==> src/rtl/dma_copy_pkg.sv <==
// Shared definitions for the dma_copy engine: register offsets, status bits,
// FSM state encoding and the byte-strobe merge helper.
package dma_copy_pkg;

  localparam logic [3:0] REG_SRC  = 4'h0;
  localparam logic [3:0] REG_DST  = 4'h4;
  localparam logic [3:0] REG_LEN  = 4'h8;
  localparam logic [3:0] REG_CTRL = 4'hC;

  localparam int unsigned STAT_BUSY = 0;
  localparam int unsigned STAT_DONE = 1;
  localparam int unsigned STAT_ERR  = 2;

  localparam int unsigned CTRL_START = 0;
  localparam int unsigned CTRL_CLEAR = 1;

  typedef enum logic [2:0] {
    ST_IDLE,
    ST_RD,
    ST_RD_GAP,
    ST_WR,
    ST_WR_GAP,
    ST_FIN
  } state_e;

  // Replace only the bytes selected by strb.
  function automatic logic [31:0] apply_strb(input logic [31:0] old_val,
                                             input logic [31:0] wdata,
                                             input logic [3:0]  strb);
    logic [31:0] res;
    res = old_val;
    for (int i = 0; i < 4; i++) begin
      if (strb[i]) res[8*i +: 8] = wdata[8*i +: 8];
    end
    return res;
  endfunction

endpackage

==> src/rtl/dma_copy_regs.sv <==
// Register window for dma_copy: address decode, one-cycle cfg_ready strobe,
// SRC/DST/LEN storage and the start/clear pulses toward the engine FSM.
module dma_copy_regs
  import dma_copy_pkg::*;
#(
  parameter logic [31:0] ADDR     = 32'h4000_1000,
  parameter int unsigned LEN_BITS = 16
) (
  input  logic                clk,
  input  logic                resetn,
  input  logic                cfg_valid,
  input  logic [31:0]         cfg_addr,
  input  logic [31:0]         cfg_wdata,
  input  logic [3:0]          cfg_wstrb,
  input  logic                busy,
  input  logic                done,
  input  logic                err,
  output logic                cfg_sel,
  output logic                cfg_ready,
  output logic [31:0]         cfg_rdata,
  output logic [31:0]         src,
  output logic [31:0]         dst,
  output logic [LEN_BITS-1:0] len,
  output logic                start_c,
  output logic                clear_c
);

  logic                ready_q, ready_d;
  logic                ack_q, ack_d;
  logic [31:0]         rdata_q, rdata_d;
  logic [31:0]         src_q, src_d;
  logic [31:0]         dst_q, dst_d;
  logic [LEN_BITS-1:0] len_q, len_d;
  logic                wr_en_c;
  logic [31:0]         rd_mux_c;

  assign cfg_sel   = cfg_valid && (cfg_addr[31:4] == ADDR[31:4]);
  assign cfg_ready = ready_q;
  assign cfg_rdata = rdata_q;
  assign src       = src_q;
  assign dst       = dst_q;
  assign len       = len_q;

  // Writes land on the edge that closes the cfg_ready cycle.
  assign wr_en_c = ready_q && cfg_sel && (cfg_wstrb != 4'b0000);
  assign start_c = wr_en_c && (cfg_addr[3:0] == REG_CTRL) && cfg_wstrb[0] && cfg_wdata[CTRL_START];
  assign clear_c = wr_en_c && (cfg_addr[3:0] == REG_CTRL) && cfg_wstrb[0] && cfg_wdata[CTRL_CLEAR];

  always_comb begin
    rd_mux_c = '0;
    case (cfg_addr[3:0])
      REG_SRC:  rd_mux_c = src_q;
      REG_DST:  rd_mux_c = dst_q;
      REG_LEN:  rd_mux_c = 32'(len_q);
      REG_CTRL: begin
        rd_mux_c[STAT_BUSY] = busy;
        rd_mux_c[STAT_DONE] = done;
        rd_mux_c[STAT_ERR]  = err;
      end
      default: rd_mux_c = '0;
    endcase
  end

  always_comb begin
    // ack_q blocks a second strobe until the requester drops cfg_valid.
    ready_d = cfg_sel && !ready_q && !ack_q;
    ack_d   = cfg_valid && (ack_q || ready_q);
    rdata_d = ready_d ? rd_mux_c : '0;
    src_d   = src_q;
    dst_d   = dst_q;
    len_d   = len_q;
    if (wr_en_c && !busy) begin
      case (cfg_addr[3:0])
        REG_SRC: src_d = apply_strb(src_q, cfg_wdata, cfg_wstrb);
        REG_DST: dst_d = apply_strb(dst_q, cfg_wdata, cfg_wstrb);
        REG_LEN: len_d = LEN_BITS'(apply_strb(32'(len_q), cfg_wdata, cfg_wstrb));
        default: ;
      endcase
    end
  end

  always_ff @(posedge clk) begin
    if (!resetn) begin
      ready_q <= 1'b0;
      ack_q   <= 1'b0;
      rdata_q <= '0;
      src_q   <= '0;
      dst_q   <= '0;
      len_q   <= '0;
    end else begin
      ready_q <= ready_d;
      ack_q   <= ack_d;
      rdata_q <= rdata_d;
      src_q   <= src_d;
      dst_q   <= dst_d;
      len_q   <= len_d;
    end
  end

endmodule

==> src/rtl/dma_copy.sv <==
// Word-granular memory-to-memory copy engine: register window plus a
// read/gap/write/gap bus initiator. Optional watchdog under DMA_TIMEOUT_EN.
module dma_copy
  import dma_copy_pkg::*;
#(
  parameter logic [31:0] ADDR           = 32'h4000_1000,
  parameter int unsigned LEN_BITS       = 16,
  parameter int unsigned TIMEOUT_CYCLES = 1024
) (
  input  logic        clk,
  input  logic        resetn,
  input  logic        cfg_valid,
  input  logic [31:0] cfg_addr,
  input  logic [31:0] cfg_wdata,
  input  logic [3:0]  cfg_wstrb,
  output logic        cfg_sel,
  output logic        cfg_ready,
  output logic [31:0] cfg_rdata,
  output logic        m_valid,
  output logic [31:0] m_addr,
  output logic [31:0] m_wdata,
  output logic [3:0]  m_wstrb,
  input  logic [31:0] m_rdata,
  input  logic        m_ready,
  output logic        irq
);

  logic [31:0]         src, dst;
  logic [LEN_BITS-1:0] len;
  logic                start_c, clear_c, tmo_c, busy;

  state_e              state_q, state_d;
  logic [31:0]         cur_src_q, cur_src_d;
  logic [31:0]         cur_dst_q, cur_dst_d;
  logic [31:0]         data_q, data_d;
  logic [LEN_BITS-1:0] rem_q, rem_d;
  logic                done_q, done_d;
  logic                err_q, err_d;
  logic                m_valid_q, m_valid_d;
  logic [31:0]         m_addr_q, m_addr_d;
  logic [31:0]         m_wdata_q, m_wdata_d;
  logic [3:0]          m_wstrb_q, m_wstrb_d;

  assign busy    = (state_q != ST_IDLE);
  assign m_valid = m_valid_q;
  assign m_addr  = m_addr_q;
  assign m_wdata = m_wdata_q;
  assign m_wstrb = m_wstrb_q;
  assign irq     = done_q;

  dma_copy_regs #(
    .ADDR     (ADDR),
    .LEN_BITS (LEN_BITS)
  ) u_regs (
    .clk       (clk),
    .resetn    (resetn),
    .cfg_valid (cfg_valid),
    .cfg_addr  (cfg_addr),
    .cfg_wdata (cfg_wdata),
    .cfg_wstrb (cfg_wstrb),
    .busy      (busy),
    .done      (done_q),
    .err       (err_q),
    .cfg_sel   (cfg_sel),
    .cfg_ready (cfg_ready),
    .cfg_rdata (cfg_rdata),
    .src       (src),
    .dst       (dst),
    .len       (len),
    .start_c   (start_c),
    .clear_c   (clear_c)
  );

`ifdef DMA_TIMEOUT_EN
  localparam int unsigned TMO_W = $clog2(TIMEOUT_CYCLES + 1);

  logic [TMO_W-1:0] tmo_cnt_q, tmo_cnt_d;

  // Counts cycles spent waiting in one bus state; any state change restarts it.
  always_comb begin
    tmo_cnt_d = '0;
    if ((state_q == ST_RD || state_q == ST_WR) && (state_d == state_q)) begin
      tmo_cnt_d = tmo_cnt_q + TMO_W'(1);
    end
  end

  assign tmo_c = (state_q == ST_RD || state_q == ST_WR) && !m_ready &&
                 (tmo_cnt_q == TMO_W'(TIMEOUT_CYCLES));

  always_ff @(posedge clk) begin
    if (!resetn) tmo_cnt_q <= '0;
    else         tmo_cnt_q <= tmo_cnt_d;
  end
`else
  assign tmo_c = 1'b0;

  // The watchdog limit is only consumed by the timeout build.
  if (TIMEOUT_CYCLES == 0) begin : g_no_watchdog
  end
`endif

  // Clear is applied before any FSM event so start-with-clear and FIN behave.
  always_comb begin
    state_d   = state_q;
    cur_src_d = cur_src_q;
    cur_dst_d = cur_dst_q;
    rem_d     = rem_q;
    data_d    = data_q;
    done_d    = done_q;
    err_d     = err_q;
    if (clear_c) begin
      done_d = 1'b0;
      err_d  = 1'b0;
    end
    unique case (state_q)
      ST_IDLE: begin
        if (start_c) begin
          if ((src[1:0] != 2'b00) || (dst[1:0] != 2'b00)) begin
            err_d  = 1'b1;
            done_d = 1'b1;
          end else if (len == '0) begin
            state_d = ST_FIN;
          end else begin
            cur_src_d = src;
            cur_dst_d = dst;
            rem_d     = len;
            state_d   = ST_RD;
          end
        end
      end
      ST_RD: begin
        if (m_ready) begin
          data_d  = m_rdata;
          state_d = ST_RD_GAP;
        end else if (tmo_c) begin
          err_d   = 1'b1;
          done_d  = 1'b1;
          state_d = ST_IDLE;
        end
      end
      ST_RD_GAP: state_d = ST_WR;
      ST_WR: begin
        if (m_ready) begin
          cur_src_d = cur_src_q + 32'd4;
          cur_dst_d = cur_dst_q + 32'd4;
          rem_d     = rem_q - LEN_BITS'(1);
          state_d   = ST_WR_GAP;
        end else if (tmo_c) begin
          err_d   = 1'b1;
          done_d  = 1'b1;
          state_d = ST_IDLE;
        end
      end
      ST_WR_GAP: state_d = (rem_q != '0) ? ST_RD : ST_FIN;
      ST_FIN: begin
        if (!clear_c) done_d = 1'b1;
        state_d = ST_IDLE;
      end
      default: state_d = ST_IDLE;
    endcase
  end

  // Bus outputs decode the next state so they are registered yet state-aligned.
  always_comb begin
    m_valid_d = (state_d == ST_RD) || (state_d == ST_WR);
    m_addr_d  = m_addr_q;
    m_wdata_d = m_wdata_q;
    m_wstrb_d = 4'b0000;
    if (state_d == ST_RD) begin
      m_addr_d = cur_src_d;
    end else if (state_d == ST_WR) begin
      m_addr_d  = cur_dst_d;
      m_wdata_d = data_d;
      m_wstrb_d = 4'b1111;
    end
  end

  always_ff @(posedge clk) begin
    if (!resetn) begin
      state_q   <= ST_IDLE;
      cur_src_q <= '0;
      cur_dst_q <= '0;
      data_q    <= '0;
      rem_q     <= '0;
      done_q    <= 1'b0;
      err_q     <= 1'b0;
      m_valid_q <= 1'b0;
      m_addr_q  <= '0;
      m_wdata_q <= '0;
      m_wstrb_q <= '0;
    end else begin
      state_q   <= state_d;
      cur_src_q <= cur_src_d;
      cur_dst_q <= cur_dst_d;
      data_q    <= data_d;
      rem_q     <= rem_d;
      done_q    <= done_d;
      err_q     <= err_d;
      m_valid_q <= m_valid_d;
      m_addr_q  <= m_addr_d;
      m_wdata_q <= m_wdata_d;
      m_wstrb_q <= m_wstrb_d;
    end
  end

endmodule
==> config.mk <==
export PLATFORM = sky130hd
export DESIGN_NAME = dma_copy
export DESIGN_NICKNAME = d
export VERILOG_FILES = /design/src/rtl/dma_copy_pkg.sv /design/src/rtl/dma_copy_regs.sv /design/src/rtl/dma_copy.sv
export SDC_FILE = /design/constraint.sdc
export NUM_CORES = 1
export LEC_CHECK = 0
export BUFFER_PORTS_ARGS = -buffer_cell sky130_fd_sc_hd__buf_2
export CORE_UTILIZATION = 62
export DETAILED_ROUTE_END_ITERATION = 10
export PLACE_DENSITY = 0.86
export SYNTH_ARGS = -nofsm -noshare
export SYNTH_HDL_FRONTEND = slang
export SYNTH_HIERARCHICAL = 1
export SYNTH_SLANG_ARGS = --single-unit
==> constraint.sdc <==
create_clock -name clk -period 4.7 [get_ports clk]
set_clock_uncertainty 0.05 [all_clocks]
set_input_delay 0 -clock clk [delete_from_list [all_inputs] [get_ports clk]]
set_output_delay 0 -clock clk [all_outputs]
set_load 0.005 [all_outputs]
==> impl_metrics.env, run 1 <==
export IMPL_yosysWarnings=6
export IMPL_ys_flop_type="dfxtp_1"
export IMPL_synth_avg_cell_area_um2=8.80
export IMPL_cp_end_kind="register"
export IMPL_vdd_drop_max_mv=0.291
export IMPL_route_met2_wl_um=21000
export IMPL_drtIter0Drc=1716
export IMPL_whs_ns=0.0844
export IMPL_synth_edff_count=0
export IMPL_track_usage_pct=39.1
export IMPL_ys_async_sr_fraction_pct=0
export IMPL_max_clock_path_buffers=3
export IMPL_drive_above_1_share_pct=18.5
export IMPL_wl_per_cell_um=21.5
export IMPL_crit_fanout=31
export IMPL_nets=1879
export IMPL_cts_clk_slew_worst_paths_ns=0.06
export IMPL_drc_errors=1
export IMPL_antenna_found_initial=0
export IMPL_ys_seq_area_share_pct=43.8
export IMPL_syn_inst=1541
export IMPL_max_cap_violations=0
export IMPL_wl_met3_um=4260
export IMPL_cts_max_level=1
export IMPL_max_clock_freq_mhz=277
export IMPL_fin_crit_sh_pct=76.8
export IMPL_grt_overflow=0
export IMPL_dp_hpwl_um=27500
export IMPL_status="finished with violations"
export IMPL_cts_sinks=297
export IMPL_p_per_area_nw_per_um2=313
export IMPL_rsz0062_at_grt="no"
export IMPL_layout_commonest_cell="dfxtp_1"
export IMPL_cts_inserted_buffers=29
export IMPL_max_slew_margin_pct=20.8
export IMPL_maxSlewViolCount=0
export IMPL_p_leak_nw=6.25
export IMPL_routed_top_layer="met4"
export IMPL_grt_max_degree=82
export IMPL_grt_pass1_wl_um=69100
export IMPL_dieArea_um2=22500
export IMPL_io_pins=208
export IMPL_drt_met1_wl_um=16100
export IMPL_grt_pass1_vias=12904
export IMPL_diodes=0
export IMPL_syn_nets=1649
export IMPL_ys_ff_latch=297
export IMPL_cp_required_ns=5.08
export IMPL_fin_area_um2=16400
export IMPL_synth_cell_types=82
export IMPL_arrival_ns=3.99
export IMPL_num_vias=13561
export IMPL_tns_ns=0
export IMPL_placement_rows=53
export IMPL_design_core_area_um2=21200
export IMPL_die_h_um=150
export IMPL_finalHoldViolations=0
export IMPL_cts_tree="yes"
export IMPL_dr_pass1_iters=11
export IMPL_initial_core_util_pct=63.9
export IMPL_fin_util_pct=77.5
export IMPL_area_growth_synth_to_final_pct=21.2
export IMPL_port_buffers=207
export IMPL_syn_area_um2=13600
export IMPL_place_gp_congestion=0.966
export IMPL_start_kind="primary input"
export IMPL_synth_top_area_cell="dfxtp_1"
export IMPL_root_buffer="clkbuf_16"
export IMPL_synthTopCellsByArea="dfxtp_1, mux2i_1, nand2_1"
export IMPL_min_path_type="in2reg"
export IMPL_most_common_layout_cells="dfxtp_1, nand2_1, buf_2"
export IMPL_dpl_cell_area_um2=14700
export IMPL_fillers=1375
export IMPL_tightest_slew_ns=1.19
export IMPL_violations="design-rule violations"
export IMPL_fin_crit_ns=3.61
export IMPL_die_w_um=150
export IMPL_vias_per_cell=6.55
export IMPL_setup_violations=0
export IMPL_path_class="in2reg"
export IMPL_drt_antenna_violating_nets=0
export IMPL_clk_latency_ns=0.56
export IMPL_yosysTopAreaCellShare_pct=43.8
export IMPL_wirelength_um=44500
## metal layers
| layer | track usage [%] | up-vias |
|---|---|---|
| met5 | 0 | - |
| met4 | 23.7 | 0 |
| met3 | 6.22 | 230 |
| met2 | 64.7 | 929 |
| met1 | 47.7 | 6315 |
| li1 | - | 6087 |
## final cells by class
cell class	count	area (um^2)	area share (%)
multi-input cells	1115	7080	43.0
repair buffers	310	2020	12.3
inverters	18	68.8	0.418
well taps	275	344	2.09
clock buffers	44	862	5.24
clock inverters	10	131	0.799
flip-flops and latches	297	5950	36.2
## per-stage QoR
step,power [W],worst slack (ns),cells
4_1_cts,0.00513,1.22,2069
5_1_grt,0.00525,0.858,2069
3_3_place_gp,0.00271,1.05,1937
2_1_floorplan,0.00264,1.91,1541
3_5_place_dp,0.00272,0.897,1937
6_report,0.00515,1.09,2069
## synth_stat cells (5+ instances only)
cell type  number
dfxtp_1       297
nand2_1       211
nor2_1        166
mux2i_1       133
a21oi_1        91
clkbuf_1       74
o21ai_0        54
a211oi_1       43
nand3_1        38
nor3_1         34
a22oi_1        30
and2_1         30
a31oi_1        28
nand4_1        27
a221o_1        23
buf_2          22
nor4_1         19
inv_1          17
and3_1         11
nor3_4         11
or4_1          11
a221oi_1       10
o211ai_1       10
a22o_1          7
buf_4           7
nand4b_1        6
o311ai_0        6
a21boi_0        5
and4_1          5
buf_1           5
nor4_2          5
## where the power goes
part           internal (W)  leakage, nW  switching (W)
Combinational     0.0000891         3.37       0.000114
Clock               0.00143        0.490        0.00100
Sequential          0.00252         2.39   0.0000000901
Total               0.00403         6.25        0.00111
## cells by family after synthesis
group                      Yosys count  share of synthesized area [%]
muxes                              136                           10.1
AOI/OAI and AO/OA                  347                           17.2
DFF                                297                           43.8
buffers and inverters              129                           4.22
adders and majority gates            4                          0.369
and+or+nand+nor                    622                           23.9
xor gates and xnor gates             6                          0.387
## worst paths after layout
kind | cells after the start | start | slack [ns] | to
min | 5 | cfg_addr[1] | 0.08 | u_regs/cfg_rdata[18]
max reg2reg | 9 | u_regs/cfg_ready | 1.45 | m_addr[22]
min reg2reg | 2 | m_addr[5] | 0.42 | m_addr[5]
max | 14 | cfg_valid | 1.09 | m_addr[22]
## worst max-delay path: stages
cell and delay [ns]:
dlygate4sd3_1 0.53, buf_2 0.12, nor4b_2 0.23, nand4_2 0.12, buf_4 0.25, or2_2 0.34, nor3_1 0.46, inv_1 0.21
nor2_1 0.23, a21oi_1 0.10, buf_4 0.22, o31a_2 0.62, and2_1 0.28, a211o_1 0.25
## state kept, by name, summed over array words and instances (netlist names), 3 cells and up
name              count
cur_src_q            32
u_regs/dst           32
rem_q                16
cur_dst_q            32
state_q               3
u_regs/len           16
m_wdata              32
u_regs/src           32
data_q               32
m_addr               32
u_regs/cfg_rdata     32
## what timing repair did
item,4_1_cts,5_1_grt
endpoints found under the hold margin,153,0
hold buffers,78,0
setup buffers,0,0
gates resized for setup,0,0
Note: power is estimated with default switching activity, not from simulation.
==> run 2, diff against run 1 <==
- CORE_UTILIZATION: 62 -> 52
- PLACE_DENSITY: 0.86 -> 0.77
- clock period: 4.7 -> 3.29 ns (I/O delays scaled with it)
==> impl_metrics.env, run 2 (synthesis gave the netlist of run 1 again) <==
export IMPL_fin_area_um2=16900
export IMPL_most_common_layout_cells="dfxtp_1, nand2_1, buf_2"
export IMPL_dpl_cell_area_um2=14900
export IMPL_cts_tree="yes"
export IMPL_post_cts_buffers=0
export IMPL_area_growth_synth_to_final_pct=24.8
export IMPL_placement_rows=58
export IMPL_max_clock_path_buffers=3
export IMPL_crit_fanout=31
export IMPL_initial_core_util_pct=53.4
export IMPL_wirelength_um=45000
export IMPL_placed_cells=2004
export IMPL_max_slew_margin_pct=52.2
export IMPL_port_buffers=207
export IMPL_cts_max_level=1
export IMPL_grt_max_degree=128
export IMPL_drive_above_1_share_pct=19.0
export IMPL_grt_overflow=0
export IMPL_fillers=2002
export IMPL_vdd_drop_max_mv=0.430
export IMPL_p_leak_nw=6.44
export IMPL_cp_end_kind="register"
export IMPL_root_buffer="clkbuf_16"
export IMPL_tightest_slew_ns=0.710
export IMPL_maxSlewViolCount=0
export IMPL_tns_ns=0
export IMPL_nets=1916
export IMPL_crit_path_max_incr_delay_ns=0.53
export IMPL_dr_pass1_iters=5
export IMPL_grt_pass1_vias=12711
export IMPL_path_cells="dlygate4sd3_1 > buf_2 > nor4_4 > nand4_4 > or2_2 > nor3_1 > buf_4 > inv_1 > nor2_1 > a21oi_1 > o31a_4 > and2_1 > a211o_1"
export IMPL_layout_commonest_cell="dfxtp_1"
export IMPL_rsz0062_at_grt="no"
export IMPL_start_kind="primary input"
export IMPL_die_h_um=164
export IMPL_antenna_found_initial=0
export IMPL_diodes=0
export IMPL_cp_required_ns=3.69
export IMPL_place_gp_congestion=0.945
export IMPL_cts_clk_slew_worst_paths_ns=0.06
export IMPL_fin_util_pct=66.7
export IMPL_crit_path_top_delay_cell="dlygate4sd3_1"
export IMPL_dieArea_um2=26700
export IMPL_wl_per_cell_um=20.8
export IMPL_cts_sinks=297
export IMPL_vias_per_cell=6.15
export IMPL_register_area_um2=5950
export IMPL_setup_violations=0
export IMPL_instances_no_fill=2161
export IMPL_max_cap_violations=0
export IMPL_min_path_type="in2reg"
export IMPL_design_core_area_um2=25400
export IMPL_status="completed"
export IMPL_cts_inserted_buffers=31
export IMPL_drt_antenna_violating_nets=0
export IMPL_drtIter0Drc=1472
export IMPL_finalHoldViolations=0
export IMPL_die_w_um=164
export IMPL_fin_crit_ns=3.15
export IMPL_arrival_ns=3.55
export IMPL_track_usage_pct=33.1
export IMPL_drc_errors=0
export IMPL_p_per_area_nw_per_um2=439
export IMPL_path_buf_inv=4
export IMPL_io_pins=208
export IMPL_whs_ns=0.0773
export IMPL_clk_latency_ns=0.56
export IMPL_max_clock_freq_mhz=317
export IMPL_fin_crit_sh_pct=95.8
export IMPL_grt_pass1_wl_um=69700
export IMPL_num_vias=13293
export IMPL_dp_hpwl_um=28700
export IMPL_multi_input_area_um2=7090
export IMPL_critical_path_top_delay_family="simple AND/OR/NAND/NOR gates"
export IMPL_path_class="in2reg"
-- run 2: worst paths after layout --
check	startpoint	endpoint	slack, ns	cells past startpoint
max	cfg_addr[5]	m_addr[22]	0.14	13
min	m_ready	state_q[0]	0.08	4
max reg2reg	state_q[0]	u_regs/src[18]	0.26	7
min reg2reg	m_addr[1]	m_addr[1]	0.41	2
-- run 2: final cells by class --
type | instances | area share [%]
Multi-Input combinational cell | 1115 | 41.9
Sequential cell | 297 | 35.1
Timing Repair Buffer | 345 | 14.1
Clock buffer | 48 | 5.61
Tap cell | 330 | 2.44
Clock inverter | 8 | 0.429
Inverter | 18 | 0.407
-- run 2: power breakdown --
part	switching (W)	internal, W	leakage (nW)
Clock	0.00146	0.00205	0.511
Sequential	0.000000126	0.00360	2.39
Combinational	0.000172	0.000152	3.54
Total	0.00163	0.00580	6.44
-- run 2: routing by layer --
metal  global-route usage, %  up-vias  wire (um)
met1                    40.6     6305      17700
met2                    56.1      695      21700
li1                        -     6143          -
met3                    4.14      150       3110
met4                    18.3        0       2500
met5                       0        -          0
-- run 2: through the flow --
| step | power (W) | setup slack, ns |
|---|---|---|
| after floorplan | 0.00378 | 0.496 |
| after global placement | 0.00389 | 0.403 |
| after detailed placement | 0.00389 | 0.291 |
| after CTS | 0.00743 | 0.329 |
| after global routing | 0.00762 | 0.0152 |
| final | 0.00743 | 0.139 |
-- run 2: worst min-delay path: stages --
cell      delay, ns
buf_2          0.29
nor2_1         0.11
o211ai_1       0.16
a21oi_1        0.07
-- run 2: what timing repair did --
action	in CTS	in global routing
hold buffers	101	0
endpoints found under the hold margin	176	0
gates resized for setup	0	2
endpoints found under the setup margin	0	22
==> run 3, diff against run 2 <==
- REMOVE_ABC_BUFFERS: default -> 1
==> impl_metrics.env, run 3 (synthesis gave the netlist of run 1 again) <==
export IMPL_initial_core_util_pct=53.4
export IMPL_drive_above_1_share_pct=19.6
export IMPL_dieArea_um2=26700
export IMPL_place_gp_congestion=0.922
export IMPL_max_cap_violations=0
export IMPL_drc_errors=0
export IMPL_status="completed"
export IMPL_fin_crit_sh_pct=91.0
export IMPL_p_clk_share_pct=46.6
export IMPL_crit_path_max_incr_delay_ns=0.60
export IMPL_crit_fanout=10
export IMPL_nets=1923
export IMPL_vias_per_cell=6.10
export IMPL_cts_inserted_buffers=30
export IMPL_max_clock_freq_mhz=334
export IMPL_die_w_um=164
export IMPL_p_leak_nw=6.47
export IMPL_grt_pass1_wl_um=66900
export IMPL_max_slew_margin_pct=30.5
export IMPL_port_buffers=207
export IMPL_crit_path_top_delay_cell="dlygate4sd3_1"
export IMPL_maxSlewViolCount=0
export IMPL_finalHoldViolations=0
export IMPL_path_buf_inv=4
export IMPL_wl_per_cell_um=19.9
export IMPL_path_class="in2reg"
export IMPL_drtIter0Drc=1352
export IMPL_track_usage_pct=31.5
export IMPL_cts_sinks=297
export IMPL_drt_antenna_violating_nets=0
export IMPL_grt_max_degree=93
export IMPL_cts_max_level=1
export IMPL_min_path_type="in2reg"
export IMPL_dr_pass1_iters=6
export IMPL_grt_overflow=0
export IMPL_max_clock_path_buffers=3
export IMPL_antenna_found_initial=1
export IMPL_clk_latency_ns=0.56
export IMPL_root_buffer="clkbuf_16"
export IMPL_intPower_w=0.00571
export IMPL_grt_pass1_vias=12584
export IMPL_vdd_drop_max_mv=0.526
export IMPL_num_vias=13221
export IMPL_die_h_um=164
export IMPL_fin_crit_ns=2.99
export IMPL_cp_end_kind="register"
export IMPL_tightest_slew_ns=1.04
export IMPL_p_seq_share_pct=49.1
export IMPL_rrSetupSlack_ns=0.39
export IMPL_placement_rows=58
export IMPL_crit_top_cell="nor3_2"
export IMPL_wirelength_um=43200
export IMPL_start_kind="primary input"
export IMPL_setup_violations=0
export IMPL_cts_clk_slew_worst_paths_ns=0.06
export IMPL_fillers=2004
export IMPL_p_per_area_nw_per_um2=432
export IMPL_most_common_layout_cells="dfxtp_1, nand2_1, buf_2"
export IMPL_cp_required_ns=3.69
export IMPL_arrival_ns=3.39
export IMPL_dp_hpwl_um=27500
export IMPL_fin_area_um2=17000
export IMPL_layout_commonest_cell="dfxtp_1"
export IMPL_power_switching_w=0.00162
export IMPL_pwr_share_comb_pct=4.3
export IMPL_cts_tree="yes"
export IMPL_io_pins=208
export IMPL_path_cells="dlygate4sd3_1 > buf_2 > nor4b_2 > nand4_2 > or2_2 > nor3_2 > inv_1 > nor3_2 > buf_4 > a21oi_1 > a221oi_1 > nor2_1 > a221o_1"
export IMPL_design_core_area_um2=25400
export IMPL_power_w=0.00733
export IMPL_rsz0062_at_grt="no"
export IMPL_critical_path_top_delay_family="simple AND/OR/NAND/NOR gates"
export IMPL_switching_share_pct=22.1
export IMPL_area_growth_synth_to_final_pct=24.9
export IMPL_dpl_cell_area_um2=14900
run 3: cell types whose count changed in the layout (fill, tap and decap cells not counted), sizes merged:
cell	previous run	this run
diode	0	1
buf	244	252
clkinvlp	0	2
inv	19	17
clkinv	6	13
clkbuf	48	40
run 3: through the flow:
stage	setup TNS [ns]	util, %	instances	setup WS, ns	hold WS (ns)
detailed placement	0	58.8	2012	0.196	0.205
floorplan	-350.49	-	1430	-3.22	0.0638
global route	0	66.7	2169	0.0550	0.0653
CTS	0	66.7	2168	0.222	0.0365
finish	0	66.7	2169	0.296	0.0461
global placement	0	58.8	2012	0.279	0.196
run 3: power by group through the flow:
stage                     clock network, W  registers, W   logic, W
final                              0.00342       0.00360   0.000314
after global routing               0.00361       0.00359   0.000331
after floorplan                          0       0.00368  0.0000624
after CTS                          0.00345       0.00360   0.000301
after detailed placement                 0       0.00368   0.000215
after global placement                   0       0.00368   0.000211
run 3: worst reg2reg max path, delay by kind of cell, from the launching register on:
| family | cells | cell delay, ns |
|---|---|---|
| AND/OR/NAND/NOR | 4 | 1.27 |
| buffers and inverters | 2 | 0.77 |
| flip-flops | 1 | 0.47 |
| multiplexers | 1 | 0.27 |
run 3: routing by layer:
metal	vias up	wire (um)	GRT usage, %
met2	695	20000	53.1
met1	6250	17600	39.6
li1	6166	-	-
met5	-	0	0
met3	110	4200	6.96
met4	0	1370	10.7
run 3: area by class of cell:
class / instances / area (um^2) / share of cell area (%)
sequential: 297 / 5950 / 35.1
clock buffer: 40 / 890 / 5.25
antenna: 1 / 2.50 / 0.0148
multi-input combinational: 1115 / 7100 / 41.9
tap: 330 / 413 / 2.44
clock inverter: 15 / 105 / 0.620
timing repair buffer: 353 / 2420 / 14.3
inverter: 18 / 68.8 / 0.406
run 3: timing repair:
action	in CTS	in global routing
gates resized for setup	0	2
hold buffers	101	0
endpoints found under the hold margin	162	0
buffers inserted	0	0
setup endpoints to repair	0	13
run 3: final timing paths:
check	end	startpoint	cells past startpoint
worst min-delay path	err_q	cfg_addr[10]	8
worst max register to register	u_regs/len[10]	state_q[0]	7
worst max-delay path	m_addr[2]	cfg_addr[20]	13
worst min register to register	rem_q[11]	rem_q[11]	2
